`config.mk`:
```
export PLATFORM = sky130hd
export DESIGN_NAME = vx_axi_read_credit_ctrl
export DESIGN_NICKNAME = d
export VERILOG_FILES = /design/src/rtl/vx_axi_read_credit_ctrl_pkg.sv /design/src/rtl/vx_axi_read_credit_slot.sv /design/src/rtl/vx_axi_read_credit_ctrl.sv
export SDC_FILE = /design/constraint.sdc
export NUM_CORES = 1
export LEC_CHECK = 0
export ABC_CLOCK_PERIOD_IN_PS = 6500
export CORE_MARGIN = 2
export CORE_UTILIZATION = 45
export CTS_BUF_LIST = sky130_fd_sc_hd__clkbuf_4 sky130_fd_sc_hd__clkbuf_8
export DETAILED_ROUTE_END_ITERATION = 16
export GPL_TIMING_DRIVEN = 0
export PLACE_DENSITY = 0.67
export SYNTH_ARGS = -nofsm -noshare
export SYNTH_HDL_FRONTEND = slang
export SYNTH_SLANG_ARGS = --single-unit
```
`constraint.sdc`:
```
create_clock -name clk -period 6.5 [get_ports clk]
set_input_delay 1.3 -clock clk [delete_from_list [all_inputs] [get_ports clk]]
set_output_delay 1.3 -clock clk [all_outputs]
set_load 0.01 [all_outputs]
```
`src/rtl/vx_axi_read_credit_ctrl_pkg.sv`:
```
// Shared types and helpers for the AXI read credit controller.
// Counter arithmetic runs at CNT_W bits so sums never wrap before comparison.
package vx_axi_read_credit_ctrl_pkg;

  localparam int CNT_W = 16;

  typedef enum logic [1:0] {
    CD_NONE    = 2'd0,
    CD_ALLOC   = 2'd1,
    CD_RELEASE = 2'd2,
    CD_BOTH    = 2'd3
  } credit_delta_e;

  function automatic credit_delta_e credit_delta(input logic alloc, input logic rel);
    credit_delta_e d;
    case ({rel, alloc})
      2'b01:   d = CD_ALLOC;
      2'b10:   d = CD_RELEASE;
      2'b11:   d = CD_BOTH;
      default: d = CD_NONE;
    endcase
    return d;
  endfunction

  function automatic logic [CNT_W-1:0] next_beats(input logic [CNT_W-1:0] cur,
                                                  input logic [CNT_W-1:0] need,
                                                  input credit_delta_e    d);
    logic [CNT_W-1:0] nxt;
    case (d)
      CD_ALLOC:   nxt = cur + need;
      CD_RELEASE: nxt = cur - CNT_W'(1);
      CD_BOTH:    nxt = cur + need - CNT_W'(1);
      default:    nxt = cur;
    endcase
    return nxt;
  endfunction

endpackage

```
`src/rtl/vx_axi_read_credit_slot.sv`:
```
// One requester's credit state: outstanding bursts, beats in use, admission
// gate and sticky protocol-error flags.
module vx_axi_read_credit_slot
  import vx_axi_read_credit_ctrl_pkg::*;
#(
  parameter int MAX_BURSTS = 4,
  parameter int MAX_BEATS  = 256,
  parameter int BURST_W    = $clog2(MAX_BURSTS + 1),
  parameter int BEAT_W     = $clog2(MAX_BEATS + 1)
) (
  input  logic       clk,
  input  logic       reset,
  input  logic       flush_req_i,
  input  logic       arvalid_i,
  input  logic [7:0] arlen_i,
  input  logic       arready_dn_i,
  input  logic       rsp_fire_i,
  input  logic       rsp_last_i,
  output logic       arvalid_dn_o,
  output logic       arready_up_o,
  output logic       idle_o,
  output logic       err_underflow_o,
  output logic       err_oversize_o
);

  logic [BURST_W-1:0] bursts_q, bursts_d;
  logic [BEAT_W-1:0]  beats_q, beats_d;
  logic               err_uf_q, err_uf_d;
  logic               err_os_q, err_os_d;

  logic [CNT_W-1:0] need;
  logic             oversize, burst_ok, beat_ok, allow, grant;
  logic             beat_rel, beat_uf, burst_rel, burst_uf;
  credit_delta_e    beat_delta, burst_delta;

  assign need     = CNT_W'(arlen_i) + CNT_W'(1);
  assign oversize = need > CNT_W'(MAX_BEATS);
  assign burst_ok = CNT_W'(bursts_q) < CNT_W'(MAX_BURSTS);
  assign beat_ok  = (CNT_W'(beats_q) + need) <= CNT_W'(MAX_BEATS);

  // Gate is purely a function of registered state, flush and arlen, so the
  // arbiter's ready never loops back into our valid.
  assign allow        = ~flush_req_i & burst_ok & beat_ok;
  assign arvalid_dn_o = arvalid_i & allow;
  assign arready_up_o = arready_dn_i & allow;
  assign grant        = arvalid_i & arready_dn_i & allow;

  // A response with no credit in use is flagged and otherwise ignored.
  assign beat_rel  = rsp_fire_i & (beats_q != '0);
  assign beat_uf   = rsp_fire_i & (beats_q == '0);
  assign burst_rel = rsp_fire_i & rsp_last_i & (bursts_q != '0);
  assign burst_uf  = rsp_fire_i & rsp_last_i & (bursts_q == '0);

  always_comb begin
    beat_delta  = credit_delta(grant, beat_rel);
    burst_delta = credit_delta(grant, burst_rel);
    beats_d     = BEAT_W'(next_beats(CNT_W'(beats_q), need, beat_delta));
    bursts_d    = bursts_q;
    case (burst_delta)
      CD_ALLOC:   bursts_d = bursts_q + BURST_W'(1);
      CD_RELEASE: bursts_d = bursts_q - BURST_W'(1);
      default:    bursts_d = bursts_q;
    endcase
    err_uf_d = err_uf_q | beat_uf | burst_uf;
    err_os_d = err_os_q | (arvalid_i & oversize);
  end

  always_ff @(posedge clk or negedge reset) begin
    if (!reset) begin
      bursts_q <= '0;
      beats_q  <= '0;
      err_uf_q <= 1'b0;
      err_os_q <= 1'b0;
    end else begin
      bursts_q <= bursts_d;
      beats_q  <= beats_d;
      err_uf_q <= err_uf_d;
      err_os_q <= err_os_d;
    end
  end

  assign idle_o          = (bursts_q == '0) & (beats_q == '0);
  assign err_underflow_o = err_uf_q;
  assign err_oversize_o  = err_os_q;

endmodule

```
`src/rtl/vx_axi_read_credit_ctrl.sv`:
```
// Per-requester AR admission control ahead of the read arbiter, with
// flush/drain handshake. Each requester is tracked by an independent slot.
module vx_axi_read_credit_ctrl
  import vx_axi_read_credit_ctrl_pkg::*;
#(
  parameter int NUM_INPUTS = 2,
  parameter int MAX_BURSTS = 4,
  parameter int MAX_BEATS  = 256,
  parameter int BURST_W    = $clog2(MAX_BURSTS + 1),
  parameter int BEAT_W     = $clog2(MAX_BEATS + 1)
) (
  input  logic                       clk,
  input  logic                       reset,
  input  logic [NUM_INPUTS-1:0]      in_arvalid,
  output logic [NUM_INPUTS-1:0]      in_arready,
  input  logic [NUM_INPUTS-1:0][7:0] in_arlen,
  output logic [NUM_INPUTS-1:0]      out_arvalid,
  input  logic [NUM_INPUTS-1:0]      out_arready,
  input  logic [NUM_INPUTS-1:0]      rsp_fire,
  input  logic [NUM_INPUTS-1:0]      rsp_last,
  input  logic                       flush_req,
  output logic                       flush_done,
  output logic                       idle,
  output logic [NUM_INPUTS-1:0]      err_underflow,
  output logic [NUM_INPUTS-1:0]      err_oversize
);

  logic [NUM_INPUTS-1:0] slot_idle;
  logic                  flush_done_q, flush_done_d;

  for (genvar g = 0; g < NUM_INPUTS; g++) begin : g_slot
    vx_axi_read_credit_slot #(
      .MAX_BURSTS (MAX_BURSTS),
      .MAX_BEATS  (MAX_BEATS),
      .BURST_W    (BURST_W),
      .BEAT_W     (BEAT_W)
    ) u_slot (
      .clk             (clk),
      .reset           (reset),
      .flush_req_i     (flush_req),
      .arvalid_i       (in_arvalid[g]),
      .arlen_i         (in_arlen[g]),
      .arready_dn_i    (out_arready[g]),
      .rsp_fire_i      (rsp_fire[g]),
      .rsp_last_i      (rsp_last[g]),
      .arvalid_dn_o    (out_arvalid[g]),
      .arready_up_o    (in_arready[g]),
      .idle_o          (slot_idle[g]),
      .err_underflow_o (err_underflow[g]),
      .err_oversize_o  (err_oversize[g])
    );
  end

  assign idle         = &slot_idle;
  assign flush_done_d = flush_req & idle;

  always_ff @(posedge clk or negedge reset) begin
    if (!reset) flush_done_q <= 1'b0;
    else        flush_done_q <= flush_done_d;
  end

  assign flush_done = flush_done_q;

endmodule
```
==> impl_metrics.json <==
{
  "clkPwrFrac_pct": 10.1,
  "drv_slew": 0,
  "max-cap-violations": 0,
  "peakVddDrop_uv": 319.8,
  "yosysTopAreaCell": "dfrtp_1",
  "total_power_mw": 1.533,
  "synth_area_um2": 2969,
  "drt_iter0_markers": 181,
  "instances_no_fill": 467,
  "worstHoldPathType": "flip-flop to flip-flop",
  "synth_top_family_by_area": "simple AND/OR/NAND/NOR gates",
  "area_growth_pct": 19.17,
  "finalSetupViolations": 0,
  "synthDistinctLibCells": 52,
  "gp_congestion": 0.9197,
  "layout_common_cells": "clkdlybuf4s50_1, xor2_1, nor2_1",
  "synth_fa_ha_area_share_pct": 12.81,
  "wirelength_mm": 6.718,
  "synthMuxAreaShare_pct": 4.720,
  "die_x_um": 85.23,
  "post-cts-setup-buffers": 0,
  "clock_latency_ns": 0.28,
  "cp_data_required_time_ns": 5.20,
  "finalNetCount": 445,
  "vias": 2579,
  "drc": 0,
  "status": "finished, final reports clean",
  "antenna_found_initial": 0,
  "drtPass1Iterations": 4,
  "intPower_mw": 0.8101,
  "groute.usage.overall_pct": 20.06,
  "fin_skew_ns": 0.005360,
  "syn_inst": 347,
  "grt_pass1_vias": 2437,
  "drive_above_1_share_pct": 9.744,
  "viasPerCell": 5.522,
  "wl_per_cell_um": 14.39,
  "crit_arrival_ns": 4.89,
  "async_flop_share_pct": 100.0,
  "synthXorXnorAreaFrac_pct": 17.11,
  "top_level_ports": 37,
  "cp_max_fo": 3,
  "ys_top_cells_by_area": "dfrtp_1, ha_1, xor2_1",
  "clk_root_buffer_cell": "clkbuf_8",
  "die_area_um2": 7264,
  "dpl.cell_count": 460,
  "grt_max_degree": 30,
  "cts_num_sinks": 29,
  "synth_area_per_cell_um2": 8.556,
  "cts_tree": "built",
  "place_hpwl_mm": 5.471,
  "tightest_slew_ns": 0.6546,
  "leakage_nw": 1.497,
  "power.density_nw_per_um2": 433.3,
  "yosys.area_share.simple_pct": 24.06,
  "seqPwrFrac_pct": 24.3,
  "dieHeight_um": 85.23,
  "period_minus_slack_ns": 6.193,
  "htree_num_levels": 2,
  "swShare_pct": 47.16,
  "synthFlopType": "dfrtp_1",
  "layout_commonest_cell": "clkdlybuf4s50_1",
  "syn_nets": 402,
  "nFillCells": 577,
  "synth_top_area_share_pct": 24.44,
  "setup_ws_ns": 0.3069,
  "p_switching_mw": 0.7231,
  "clk_pin_slew_ns": 0.06,
  "cp-end-kind": "output port",
  "coreArea_um2": 6350,
  "grt_overflow": 0,
  "synth-seq-cells": 29,
  "crit_type": "input port to output port",
  "placementRows": 29,
  "port_buffers": 36,
  "synth_compound_area_share_pct": 11.63,
  "slew_headroom_pct": 56.36,
  "yosysSeqAreaShare_pct": 24.44,
  "place_ws_ns": 0.03907,
  "synth_edf_count": 0,
  "fin_crit_sh_pct": 95.28,
  "hold_viol_final": 0,
  "num_antenna_cells": 0,
  "fmax_mhz": 161.5,
  "yosys_warnings": 0,
  "p_comb_share_pct": 65.6,
  "place_area_um2": 3426,
  "cts_inserted_buffers": 5,
  "start_util_pct": 46.76,
  "critPathLaunchType": "input port",
  "postLayoutCellArea_um2": 3538,
  "grt_pass1_wl_mm": 11.76,
  "detail-route-antenna-nets": 0,
  "cts_max_path_buffers": 2
}
final timing paths:
check                                                           start                                    endpoint  slack (ns)  cells past startpoint
setup / recovery                                          in_arlen[0]                               in_arready[0]        0.31                     12
hold / removal             g_slot[1].u_slot.err_underflow_o$_DFF_PN0_  g_slot[1].u_slot.err_underflow_o$_DFF_PN0_        0.46                      1
setup reg to reg              g_slot[1].u_slot.beats_q[0]$_DFFE_PN0P_     g_slot[1].u_slot.beats_q[8]$_DFFE_PN0P_        1.62                     19
hold reg to reg            g_slot[1].u_slot.err_underflow_o$_DFF_PN0_  g_slot[1].u_slot.err_underflow_o$_DFF_PN0_        0.46                      1
max in group asynchronous                                       reset     g_slot[0].u_slot.beats_q[2]$_DFFE_PN0P_        5.02                      1
min in group asynchronous                                       reset   g_slot[1].u_slot.err_oversize_o$_DFF_PN0_        1.04                      1
power by group through the flow:
| stage | clock network [mW] | logic [mW] | registers, mW |
|---|---|---|---|
| floorplan | 0 | 0.778 | 0.336 |
| global placement | 0 | 0.950 | 0.372 |
| detailed placement | 0 | 0.971 | 0.376 |
| CTS | 0.161 | 0.980 | 0.373 |
| global route | 0.167 | 1.14 | 0.386 |
| finish | 0.155 | 1.01 | 0.373 |
flip-flops by register name, indices dropped and copies added (netlist names):
signal and flops:
g_slot.u_slot.beats_q 18, g_slot.u_slot.err_oversize_o 2, flush_done 1, g_slot.u_slot.err_underflow_o 2, g_slot.u_slot.bursts_q 6
cells by family (layout without fill, tap and decap cells):
logic type	count (synthesis)	after routing
compound gates	51	51
xor+xnor	58	58
fa+ha+maj	28	28
buf+inv	29	72
flops	29	29
mux	14	14
simple gates	138	138
layer usage:
layer	vias up	routed length [um]	GRT usage [%]
met5	-	0	0
met4	0	19	2.597
met3	2	246	4.572
met2	45	2986	30.40
met1	1215	3465	30.01
li1	1317	-	-
worst max-delay path, cell delays in order:
cell             delay [ns]
clkdlybuf4s50_1        0.46
ha_1                   0.38
fa_1                   0.48
a211oi_2               0.24
nor2_1                 0.08
xor2_1                 0.18
or4_4                  0.56
o31ai_4                0.27
and3_1                 0.19
and2_1                 0.13
buf_4                  0.10
clkdlybuf4s50_1        0.52
layout make-up:
| type | instances | area [um^2] | area share (%) |
|---|---|---|---|
| buffer | 12 | 88.84 | 2.511 |
| clock buffer | 7 | 90.09 | 2.546 |
| inverter | 17 | 66.31 | 1.874 |
| multi-input combinational | 289 | 2116 | 59.79 |
| sequential | 29 | 725.7 | 20.51 |
| tap | 77 | 96.34 | 2.723 |
| timing repair buffer | 36 | 355.3 | 10.04 |
repair_timing:
action / in CTS / in global routing
hold buffers: 0 / 0
resized for setup: 0 / 6
setup endpoints to repair: 0 / 6
hold endpoints to repair: 0 / 0
stage by stage:
stage           TNS, ns  hold slack, ns  utilization [%]
3_5_place_dp          0          0.4493            53.95
4_1_cts               0          0.4660            55.37
6_report              0          0.4646            55.72
2_1_floorplan         0          0.4289                -
3_3_place_gp          0          0.4450            53.95
5_1_grt        -0.01730          0.4904            55.72
cell usage after synthesis, drive strengths merged (2+ instances only):
cell / n
a2111oi: 2
o31ai: 3
o21ai: 13
nor4: 6
a21o: 4
or3: 9
nor3: 19
ha: 24
nand4b: 2
a31oi: 2
nand2: 24
dfrtp: 29
a31o: 2
nand4: 2
nand3: 13
and2: 4
a211oi: 3
xor2: 33
buf: 11
nand3b: 2
a21oi: 13
xnor2: 25
nor2: 34
mux2i: 14
or2: 2
fa: 4
nor3b: 2
and3: 9
or4: 6
inv: 17
o211ai: 2
No activity file was read; power rests on OpenSTA's default activity.
